[config.mk]
export PLATFORM = sky130hd
export DESIGN_NAME = square_overlay_ctrl
export DESIGN_NICKNAME = d
export VERILOG_FILES = /design/src/rtl/square_overlay_ctrl.sv
export SDC_FILE = /design/constraint.sdc
export NUM_CORES = 1
export LEC_CHECK = 0
export CAP_MARGIN = 20
export CORE_ASPECT_RATIO = 1.75
export CORE_MARGIN = 3
export CORE_UTILIZATION = 25
export CTS_CLUSTER_SIZE = 24
export DETAILED_ROUTE_END_ITERATION = 7
export GPL_TIMING_DRIVEN = 0
export PLACE_DENSITY = 0.53
export SLEW_MARGIN = 20
export SYNTH_ARGS = -nofsm -noshare
export SYNTH_HDL_FRONTEND = slang
export SYNTH_SLANG_ARGS = --single-unit
[constraint.sdc]
create_clock -name clk -period 3.31 [get_ports clk]
set_input_delay 0.993 -clock clk [delete_from_list [all_inputs] [get_ports clk]]
set_output_delay 0.993 -clock clk [all_outputs]
set_load 0.05 [all_outputs]
[src/rtl/square_overlay_ctrl.sv]
// Chess-board square overlay: hover/selected outlines on a 2-cycle VGA pipeline,
// plus the pick/place move-request handshake toward the board logic.
module square_overlay_ctrl #(
    parameter int          BOARD_X   = 256,
    parameter int          BOARD_Y   = 128,
    parameter int          SQ_SIZE   = 64,
    parameter int          BORDER    = 2,
    parameter logic [11:0] HOVER_RGB = 12'h0F0,
    parameter logic [11:0] SEL_RGB   = 12'hFF0
) (
    input  logic        clk,
    input  logic        rst,
    input  logic [5:0]  square,
    input  logic        pick_piece,
    input  logic        place_piece,
    input  logic [10:0] hcount_in,
    input  logic [10:0] vcount_in,
    input  logic        hsync_in,
    input  logic        vsync_in,
    input  logic        hblnk_in,
    input  logic        vblnk_in,
    input  logic [11:0] rgb_in,
    output logic [10:0] hcount_out,
    output logic [10:0] vcount_out,
    output logic        hsync_out,
    output logic        vsync_out,
    output logic        hblnk_out,
    output logic        vblnk_out,
    output logic [11:0] rgb_out,
    output logic        move_valid,
    output logic [5:0]  move_src,
    output logic [5:0]  move_dst,
    input  logic        move_ready
);

    typedef enum logic [1:0] {IDLE, SELECTED, MOVE_REQ} state_t;

    state_t      state_q, state_d;
    logic [5:0]  src_q, src_d, dst_q, dst_d, hover_q, hover_d;
    logic        mv_valid_q, mv_valid_d;
    logic        pick_prev_q, place_prev_q;
    logic        pick_rise, place_rise;

    logic [10:0] hcount_p1_q, hcount_p1_d, vcount_p1_q, vcount_p1_d;
    logic        hsync_p1_q, hsync_p1_d, vsync_p1_q, vsync_p1_d;
    logic        hblnk_p1_q, hblnk_p1_d, vblnk_p1_q, vblnk_p1_d;
    logic [11:0] rgb_p1_q, rgb_p1_d;
    logic        hov_hit_p1_q, hov_hit_p1_d, sel_hit_p1_q, sel_hit_p1_d;

    logic [10:0] hcount_p2_q, vcount_p2_q;
    logic        hsync_p2_q, vsync_p2_q, hblnk_p2_q, vblnk_p2_q;
    logic [11:0] rgb_p2_q, rgb_p2_d;

    // Offsets are taken after the x0/y0 lower bound holds, so x0+SQ_SIZE never has to be formed.
    function automatic logic in_outline(input logic [10:0] h, input logic [10:0] v,
                                        input logic [5:0] sq);
        logic [10:0] x0, y0, dx, dy;
        logic        in_x, in_y, edge_x, edge_y;
        x0     = 11'(BOARD_X) + 11'(sq[5:3]) * 11'(SQ_SIZE);
        y0     = 11'(BOARD_Y) + 11'(sq[2:0]) * 11'(SQ_SIZE);
        dx     = h - x0;
        dy     = v - y0;
        in_x   = (h >= x0) && (dx < 11'(SQ_SIZE));
        in_y   = (v >= y0) && (dy < 11'(SQ_SIZE));
        edge_x = (dx < 11'(BORDER)) || (dx >= 11'(SQ_SIZE - BORDER));
        edge_y = (dy < 11'(BORDER)) || (dy >= 11'(SQ_SIZE - BORDER));
        return in_x && in_y && (edge_x || edge_y);
    endfunction

    assign pick_rise  = pick_piece  && !pick_prev_q;
    assign place_rise = place_piece && !place_prev_q;

    always_comb begin
        state_d    = state_q;
        src_d      = src_q;
        dst_d      = dst_q;
        mv_valid_d = mv_valid_q;
        hover_d    = vblnk_in ? square : hover_q;
        case (state_q)
            IDLE: begin
                if (pick_rise) begin
                    src_d   = square;
                    state_d = SELECTED;
                end
            end
            SELECTED: begin
                if (place_rise) begin
                    if (square != src_q) begin
                        dst_d      = square;
                        mv_valid_d = 1'b1;
                        state_d    = MOVE_REQ;
                    end else begin
                        state_d = IDLE;
                    end
                end
            end
            MOVE_REQ: begin
                if (mv_valid_q && move_ready) begin
                    mv_valid_d = 1'b0;
                    state_d    = IDLE;
                end
            end
            default: state_d = IDLE;
        endcase
    end

    always_ff @(posedge clk or negedge rst) begin
        if (!rst) begin
            state_q      <= IDLE;
            src_q        <= '0;
            dst_q        <= '0;
            hover_q      <= '0;
            mv_valid_q   <= 1'b0;
            pick_prev_q  <= 1'b0;
            place_prev_q <= 1'b0;
        end else begin
            state_q      <= state_d;
            src_q        <= src_d;
            dst_q        <= dst_d;
            hover_q      <= hover_d;
            mv_valid_q   <= mv_valid_d;
            pick_prev_q  <= pick_piece;
            place_prev_q <= place_piece;
        end
    end

    // Stage p1: register timing, resolve which outlines the pixel falls on.
    always_comb begin
        hcount_p1_d  = hcount_in;
        vcount_p1_d  = vcount_in;
        hsync_p1_d   = hsync_in;
        vsync_p1_d   = vsync_in;
        hblnk_p1_d   = hblnk_in;
        vblnk_p1_d   = vblnk_in;
        rgb_p1_d     = rgb_in;
        hov_hit_p1_d = in_outline(hcount_in, vcount_in, hover_q);
        sel_hit_p1_d = (state_q != IDLE) && in_outline(hcount_in, vcount_in, src_q);
    end

    // Stage p2: colour select; blanking always passes the upstream colour.
    always_comb begin
        rgb_p2_d = rgb_p1_q;
        if (!hblnk_p1_q && !vblnk_p1_q) begin
            if (sel_hit_p1_q)      rgb_p2_d = SEL_RGB;
            else if (hov_hit_p1_q) rgb_p2_d = HOVER_RGB;
        end
    end

    always_ff @(posedge clk or negedge rst) begin
        if (!rst) begin
            hcount_p1_q  <= '0;
            vcount_p1_q  <= '0;
            hsync_p1_q   <= 1'b0;
            vsync_p1_q   <= 1'b0;
            hblnk_p1_q   <= 1'b0;
            vblnk_p1_q   <= 1'b0;
            rgb_p1_q     <= '0;
            hov_hit_p1_q <= 1'b0;
            sel_hit_p1_q <= 1'b0;
            hcount_p2_q  <= '0;
            vcount_p2_q  <= '0;
            hsync_p2_q   <= 1'b0;
            vsync_p2_q   <= 1'b0;
            hblnk_p2_q   <= 1'b0;
            vblnk_p2_q   <= 1'b0;
            rgb_p2_q     <= '0;
        end else begin
            hcount_p1_q  <= hcount_p1_d;
            vcount_p1_q  <= vcount_p1_d;
            hsync_p1_q   <= hsync_p1_d;
            vsync_p1_q   <= vsync_p1_d;
            hblnk_p1_q   <= hblnk_p1_d;
            vblnk_p1_q   <= vblnk_p1_d;
            rgb_p1_q     <= rgb_p1_d;
            hov_hit_p1_q <= hov_hit_p1_d;
            sel_hit_p1_q <= sel_hit_p1_d;
            hcount_p2_q  <= hcount_p1_q;
            vcount_p2_q  <= vcount_p1_q;
            hsync_p2_q   <= hsync_p1_q;
            vsync_p2_q   <= vsync_p1_q;
            hblnk_p2_q   <= hblnk_p1_q;
            vblnk_p2_q   <= vblnk_p1_q;
            rgb_p2_q     <= rgb_p2_d;
        end
    end

    assign hcount_out = hcount_p2_q;
    assign vcount_out = vcount_p2_q;
    assign hsync_out  = hsync_p2_q;
    assign vsync_out  = vsync_p2_q;
    assign hblnk_out  = hblnk_p2_q;
    assign vblnk_out  = vblnk_p2_q;
    assign rgb_out    = rgb_p2_q;
    assign move_valid = mv_valid_q;
    assign move_src   = src_q;
    assign move_dst   = dst_q;

endmodule

Yosys cells after proc, flatten, opt, wreduce, memory -nomap -nowiden. Cells that the tools add are included.

Register bits after elaboration: 101. Input bits: 49. Output and inout port bits: 51.

$add $sub $neg: 8. $lt $le $gt $ge: 16. Equality and inequality tests: 7. Multiplexer cells: 12. Reduce and logical (&&, ||, !) cells: 30.

Operator list (number): >= comparator 11 x 10 -> 1 bit (4); >= comparator 11 x 6 -> 1 bit, second input constant (4); less-than comparator 11 x 2 -> 1 bit, second input constant (4); less-than comparator 11 x 7 -> 1 bit, second input constant (4); subtractor 11 x 10 -> 11 bit (4); two-way mux 12 bit (3); adder 8 x 9 -> 10 bit, first input constant (2); adder 9 x 9 -> 10 bit, first input constant (2); logical AND 1 bit (13); two-way mux 2 bit (4); inequality test 2 bit, second input constant (4); logical OR 1 bit (6); inequality test 6 bit (1); case mux 2 bit (3 select lines) (1); AND reduction 3 bit (2); zero test 1 bit (4); AND reduction 4 bit (1); nonzero test 2 bit (2); two-way mux 1 bit (3); equality test 2 x 1 -> 1 bit, second input constant (1); equality test 2 bit, second input constant (1); zero test 2 bit (1); case mux 1 bit (2 select lines) (1); AND reduction 2 bit (1).

Longest topological paths before layout. Gate-level depths: netlist of run 1.

Depth in word-level cells: 7. Depth in mapped cells: 9. Depth with buffers taken out: 9.

Worst setup path before layout of run 1. Ideal clock, no wire load.

Path type: input port to flip-flop. From: input port hcount_in[6]. To: register hov_hit_p1_q. Arrival: 2.699 ns. Data required time: 3.199 ns. Path slack: 0.500 ns. Stages on the path: 8. Buffers on the path: 0. Cell sequence: inv_1 -> ha_1 -> fa_1 -> nor2b_1 -> or2_2 -> a21oi_1 -> or3b_2 -> a2111oi_2.

Cells in the longest elaborated chain, start to end: 5. Elaborated cells between the ends (all ways): 10. Those cells by class: add/sub (1); order compare (4); reduce/logical (5).

RTL lines: from (decl) (line 16) `input logic [10:0] hcount_in,`; subtractor 11 x 10 -> 11 bit (line 61) `dx = h - x0;`; less-than comparator 11 x 7 -> 1 bit (tied with other cells) (line 63) `in_x = (h >= x0) && (dx < 11'(SQ_SIZE));`; logical AND 1 bit / logical OR 1 bit (equally long branches) (line 63, 65); logical AND 1 bit / logical OR 1 bit (equally long branches) (line 67) `return in_x && in_y && (edge_x || edge_y);`; logical AND 1 bit (*) (line 67); named net hov_hit_p1_d (line 48) `logic hov_hit_p1_q, hov_hit_p1_d, sel_hit_p1_q, sel_hit_p1_d;`; to (signal assigned) (line 175) `hov_hit_p1_q <= hov_hit_p1_d;`; to (decl) (line 48).

Mark *: on every way through the listed nets, which the timed path passes. The rest lies on a longest branch. A chain may end at the register's enable or synchronous reset.

Worst setup path after layout of run 1. Same ends and word-level chain as after synthesis.

==> flow_summary_export.csv, run 1 <==
group,metric,value,unit
routing,drc,0,
critical_path,cp-end-kind,"flip-flop",
routing,via_per_inst,4.24,
sta,finClkSkew,0.00687,ns
sta,rsz0062_at_grt,"false",
sta,layout_setup_ws,0.206,ns
synthesis,syn_area,3740,um^2
min_path,hold_class,"reg -> reg",
routing,ant_nets,0,
placed_design,place_inst,539,
placed_design,place_worst_setup_slack,-0.167,ns
sta,layout_min_cycle_time,3.10,ns
floorplan,die_y,168,um
global_route,grt_pass1_wl,13.1,mm
routing,avgRoutedWirePerCell,14.6,um
cts,cts_htree_levels,3,
cts,clkSlewWorstSetupHoldPaths,0.07,ns
cells_and_area,post-route-util,36.3,%
synthesis,synth_edf_count,0,
synthesis,synth_fp_nets,330,
floorplan,die_x,98.5,um
sta,drv_slew,0,
critical_path,critPathKind,"in -> reg",
global_route,grt_pass1_vias,2559,
status,run_status,"completed",
critical_path,crit_fanout,3,
cts,cts_setup_buffers,0,
cells_and_area,instances_no_fill,555,
global_route,grt_max_degree,80,
routing,drt_iter0_markers,47,
floorplan,rows,58,
synthesis,synth_cell_types,41,
power,power_leakage,2.27,nW
global_route,grt_use_total,10.3,%
routing,vias,2352,
sta,worst_pin_slew,0.827,ns
synthesis,async_reset_ff_share,100,%
floorplan,die_area,16500,um^2
critical_path,arrival,3.33,ns
synthesis,synthCells,259,
routing,drt-total-wl,8.12,mm
cts,clock_latency,0.33,ns
cts,cts_hold_buffers,0,
floorplan,initial_core_util,25.8,%
floorplan,core,14500,um^2
routing,dr.pass1.iters,4,
cts,clock_tree.buffer_depth,2,
cts,cts_tree,"built",
synthesis,yosysWarnings,0,
power,ir_drop,0.488,mV
synthesis,synth_ff_type,"dfrtp_1",
synthesis,ys_seq_area_share,67.5,%
cts,clkSinkCount,101,
cts,cts_buffers,9,
placed_design,io_buffer_count,99,
sta,max_freq,322,MHz
cells_and_area,synthToLayoutAreaGrowth,40.6,%
sta,finalSetupViolCount,0,
global_route,antenna_found_initial,0,
cells_and_area,nets,441,
cts,ctsRootBufferMaster,"clkbuf_16",
cells_and_area,drive_gt1_share,11.5,%
floorplan,io_pins,100,
global_route,overflow,0,
placed_design,place.gp.congestion,0.845,
job,cap_violations,0,
placed_design,hpwl,6.25,mm
cells_and_area,antenna_cells,0,
sta,slew-limit-headroom,44.7,%
power,total_power,3.71,mW
critical_path,crit_required,3.54,ns
synthesis,syn_area_per_cell,14.5,um^2
sta,hold_viol,0,
sta,period_share,93.8,%
synthesis,ys_ff_latch,101,
critical_path,startpoint_type,"input port",
cts,ctsResizeCount,0,
power,power_density,705,nW/um^2
==> final timing paths <==
kind	from	to	slack, ns	depth (start not counted)
worst max-delay path	hcount_in[6]	hov_hit_p1_q	0.21	9
worst min-delay path	vcount_p1_q[2]	vcount_out[2]	0.34	0
worst max register to register	move_src[1]	sel_hit_p1_q	1.02	8
worst min register to register	vcount_p1_q[2]	vcount_out[2]	0.34	0
max in group asynchronous	rst	move_valid	2.16	2
min in group asynchronous	rst	vsync_out	0.50	1
==> per-layer routing <==
layer | up-vias | routed length [um] | GRT usage (%)
li1 | 1104 | - | -
met1 | 1162 | 3110 | 11.5
met2 | 74 | 4390 | 18.1
met3 | 12 | 409 | 2.86
met4 | 0 | 205 | 4.58
met5 | - | 0 | 0
==> layout make-up <==
cell class / instances / area [um^2]
Timing Repair Buffer: 100 / 1020
Fill cell: 1433 / 9250
Clock inverter: 6 / 47.5
Tap cell: 180 / 225
Inverter: 14 / 52.6
Clock buffer: 10 / 229
Buffer: 2 / 8.76
Multi-Input combinational cell: 142 / 1160
Sequential cell: 101 / 2530
==> registers in the layout, indices dropped and copies added (netlist names), 6 cells and up <==
register / cells
move_dst: 6
hcount_out: 11
move_src: 6
hover_q: 6
hcount_p1_q: 11
rgb_p1_q: 12
vcount_p1_q: 11
vcount_out: 11
rgb_out: 12
==> synth_stat cells (2+ instances only) <==
library cell	number	share of area [%]
nand2_1	14	1.4
xnor2_1	9	2.1
nor3_1	2	0.27
nand4_1	2	0.33
inv_1	14	1.4
o21ai_0	8	1.1
nand3b_1	2	0.40
fa_1	4	2.1
nand3_1	2	0.27
o21a_1	2	0.40
nand2b_1	2	0.33
a21oi_1	7	0.94
ha_1	18	6.0
or2_2	5	0.84
nor2b_1	9	1.5
and4b_1	2	0.53
mux2_2	14	4.2
dfrtp_1	101	67
a21o_1	8	1.6
nor2_1	8	0.80
xor2_1	6	1.4
==> report_power, final <==
part | leakage [nW] | switching, mW | internal [mW]
combinational | 0.948 | 0.735 | 0.519
sequential | 1.19 | 0.115 | 1.38
clock | 0.133 | 0.447 | 0.515
==> cell usage in the layout, fill, tap and decap left out, types with 3 or more instances in the layout <==
cell type	Yosys	final
a21o_1	8	8
a21oi_1	7	7
clkbuf_16	0	9
clkdlybuf4s50_1	0	98
clkinv_4	0	3
dfrtp_1	101	101
fa_1	4	4
ha_1	18	18
inv_1	14	14
mux2_2	14	14
nand2_1	14	14
nor2_1	8	8
nor2b_1	9	9
o21ai_0	8	8
or2_2	5	5
xnor2_1	9	9
xor2_1	6	6
==> per-stage QoR <==
stage	hold WS, ns	setup TNS (ns)	cell area, um^2
after floorplan	0.331	0	3740
after global placement	0.331	-241.46	4960
after detailed placement	0.335	-0.326	4990
after CTS	0.345	0	5270
after global routing	0.348	0	5270
final	0.345	0	5270
==> worst max-delay path, stage by stage <==
cell             delay (ns)
clkdlybuf4s50_1        0.47
inv_1                  0.07
ha_1                   0.22
fa_1                   0.38
nor2b_1                0.19
or2_2                  0.15
a21oi_1                0.06
or3b_2                 0.45
a2111oi_2              0.35
==> kinds of logic after synthesis <==
family	synth area share [%]
buffers and inverters	1.64
adders and majority gates	8.15
DFF	67.5
AOI/OAI and AO/OA	6.05
xor gates and xnor gates	3.51
muxes	4.21
and+or+nand+nor	8.95
Note: power is estimated with default switching activity, not from simulation.
==> run 2, diff against run 1 <==
Settings changed: SKIP_LAST_GASP set to 1.
==> results of run 2 <==
Final layout, timing and power as in run 1 (identical DEF).
==> run 3, diff against run 2 <==
Settings changed: PLACE_DENSITY 0.53 to not set, PLACE_DENSITY_LB_ADDON set to 0.25.
==> run 3 against run 2 <==
- register-to-register slack is essentially flat
- non-clock buffer count is the same
- sequential power is essentially flat
- wire length is 0.14% lower
- first-iteration DRC count shrank 36%
- via count down 2.2%
- critical path type unchanged
- critical endpoint unchanged
==> flow_summary_export.csv, run 3 (same netlist as run 1, synthesis figures left out) <==
group,metric,value,unit
sta,rsz0062_at_grt,"false",
critical_path,cp-end-kind,"flip-flop",
power,ir_drop,0.449,mV
power,total_power,3.74,mW
floorplan,initial_core_util,25.8,%
cts,ctsRootBufferMaster,"clkbuf_16",
global_route,grt_use_total,10.4,%
sta,hold_viol,0,
routing,via_per_inst,4.15,
cts,cts_buffers,9,
floorplan,io_pins,100,
cts,clkSlewWorstSetupHoldPaths,0.07,ns
power,power_density,709,nW/um^2
critical_path,crit_required,3.54,ns
placed_design,place_area,4990,um^2
cts,cts_htree_levels,3,
cells_and_area,antenna_cells,0,
sta,slew-limit-headroom,42.4,%
placed_design,place_inst,539,
floorplan,die_area,16500,um^2
critical_path,cpMaxStageDelayCell,"clkdlybuf4s50_1",
placed_design,io_buffer_count,99,
cells_and_area,nets,441,
cells_and_area,synthToLayoutAreaGrowth,40.9,%
cts,cts_hold_buffers,0,
critical_path,crit_fanout,3,
routing,drt-total-wl,8.11,mm
routing,avgRoutedWirePerCell,14.6,um
cts,clkSinkCount,101,
cells_and_area,multi_input_area,1160,um^2
sta,layout_min_cycle_time,3.14,ns
critical_path,rrSetupSlack,1.02,ns
floorplan,die_x,98.5,um
power,power_leakage,2.27,nW
cts,cts_setup_buffers,0,
critical_path,cp_cell_sequence,"clkdlybuf4s50_1 -> inv_1 -> ha_1 -> fa_1 -> nor2b_2 -> or2_2 -> a21oi_1 -> or3b_2 -> a2111oi_2",
routing,drc,0,
cells_and_area,drive_gt1_share,11.8,%
cts,ctsResizeCount,0,
routing,dr.pass1.iters,4,
sta,setup-tns-final,0,ns
routing,vias,2300,
critical_path,max_stage_delay,0.49,ns
global_route,antenna_found_initial,0,
cells_and_area,regArea,2530,um^2
critical_path,startpoint_type,"input port",
sta,finalSetupViolCount,0,
cells_and_area,layout_common_cells,"dfrtp_1, clkdlybuf4s50_1, ha_1",
routing,ant_nets,0,
global_route,grt_max_degree,80,
min_path,hold_class,"reg -> reg",
floorplan,rows,58,
status,run_status,"completed",
sta,max_freq,319,MHz
cells_and_area,final_common_cell,"dfrtp_1",
sta,worst_pin_slew,0.862,ns
job,cap_violations,0,
critical_path,critPathKind,"in -> reg",
critical_path,crit_buf_inv,2,
floorplan,die_y,168,um
floorplan,core,14500,um^2
sta,period_share,94.7,%
cells_and_area,fillerInstances,1439,
critical_path,crit_family,"simple AND/OR/NAND/NOR gates",
placed_design,place.gp.congestion,0.745,
placed_design,hpwl,6.27,mm
cts,clock_tree.buffer_depth,2,
global_route,grt_pass1_vias,2525,
routing,drt_iter0_markers,30,
global_route,overflow,0,
cells_and_area,fin_area,5280,um^2
cells_and_area,instances_no_fill,554,
global_route,grt_pass1_wl,13.3,mm
critical_path,arrival,3.37,ns
cts,cts_tree,"built",
cells_and_area,post-route-util,36.3,%
sta,finClkSkew,0.00880,ns
cts,clock_latency,0.34,ns
sta,drv_slew,0,
[run 3: worst paths after layout]
path                                startpoint             to  cells past startpoint
worst max-delay path              hcount_in[6]   hov_hit_p1_q                      9
worst min-delay path            hcount_p1_q[1]  hcount_out[1]                      0
worst max register to register      hover_q[3]   hov_hit_p1_q                      7
worst min register to register  hcount_p1_q[1]  hcount_out[1]                      0
max in group asynchronous                  rst     hover_q[4]                      2
min in group asynchronous                  rst     hsync_p1_q                      1
[run 3: power by group]
part	internal [mW]	switching, mW	leakage [nW]
Clock	0.521	0.477	0.136
Combinational	0.519	0.729	0.949
Sequential	1.38	0.114	1.19
[run 3: area by class of cell]
type | instances | share of cell area [%]
flip-flops and latches | 101 | 47.9
clock inverters | 6 | 1.07
plain buffers | 2 | 0.166
multi-input cells | 142 | 22.0
clock buffers | 9 | 4.27
inverters | 14 | 0.996
repair buffers | 100 | 19.3
well taps | 180 | 4.27
[run 3: through the flow]
stage,setup WS (ns),hold slack [ns]
after floorplan,0.500,0.331
after global placement,-2.36,0.333
after detailed placement,-0.272,0.336
after CTS,0.103,0.351
after global routing,0.0432,0.353
final,0.175,0.350
[run 3: metal layers]
metal | global-route usage (%) | wire length [um] | up-vias
li1 | - | - | 1095
met1 | 11.8 | 3170 | 1120
met2 | 18.3 | 4390 | 72
met3 | 2.69 | 391 | 13
met4 | 4.28 | 156 | 0
met5 | 0 | 0 | -
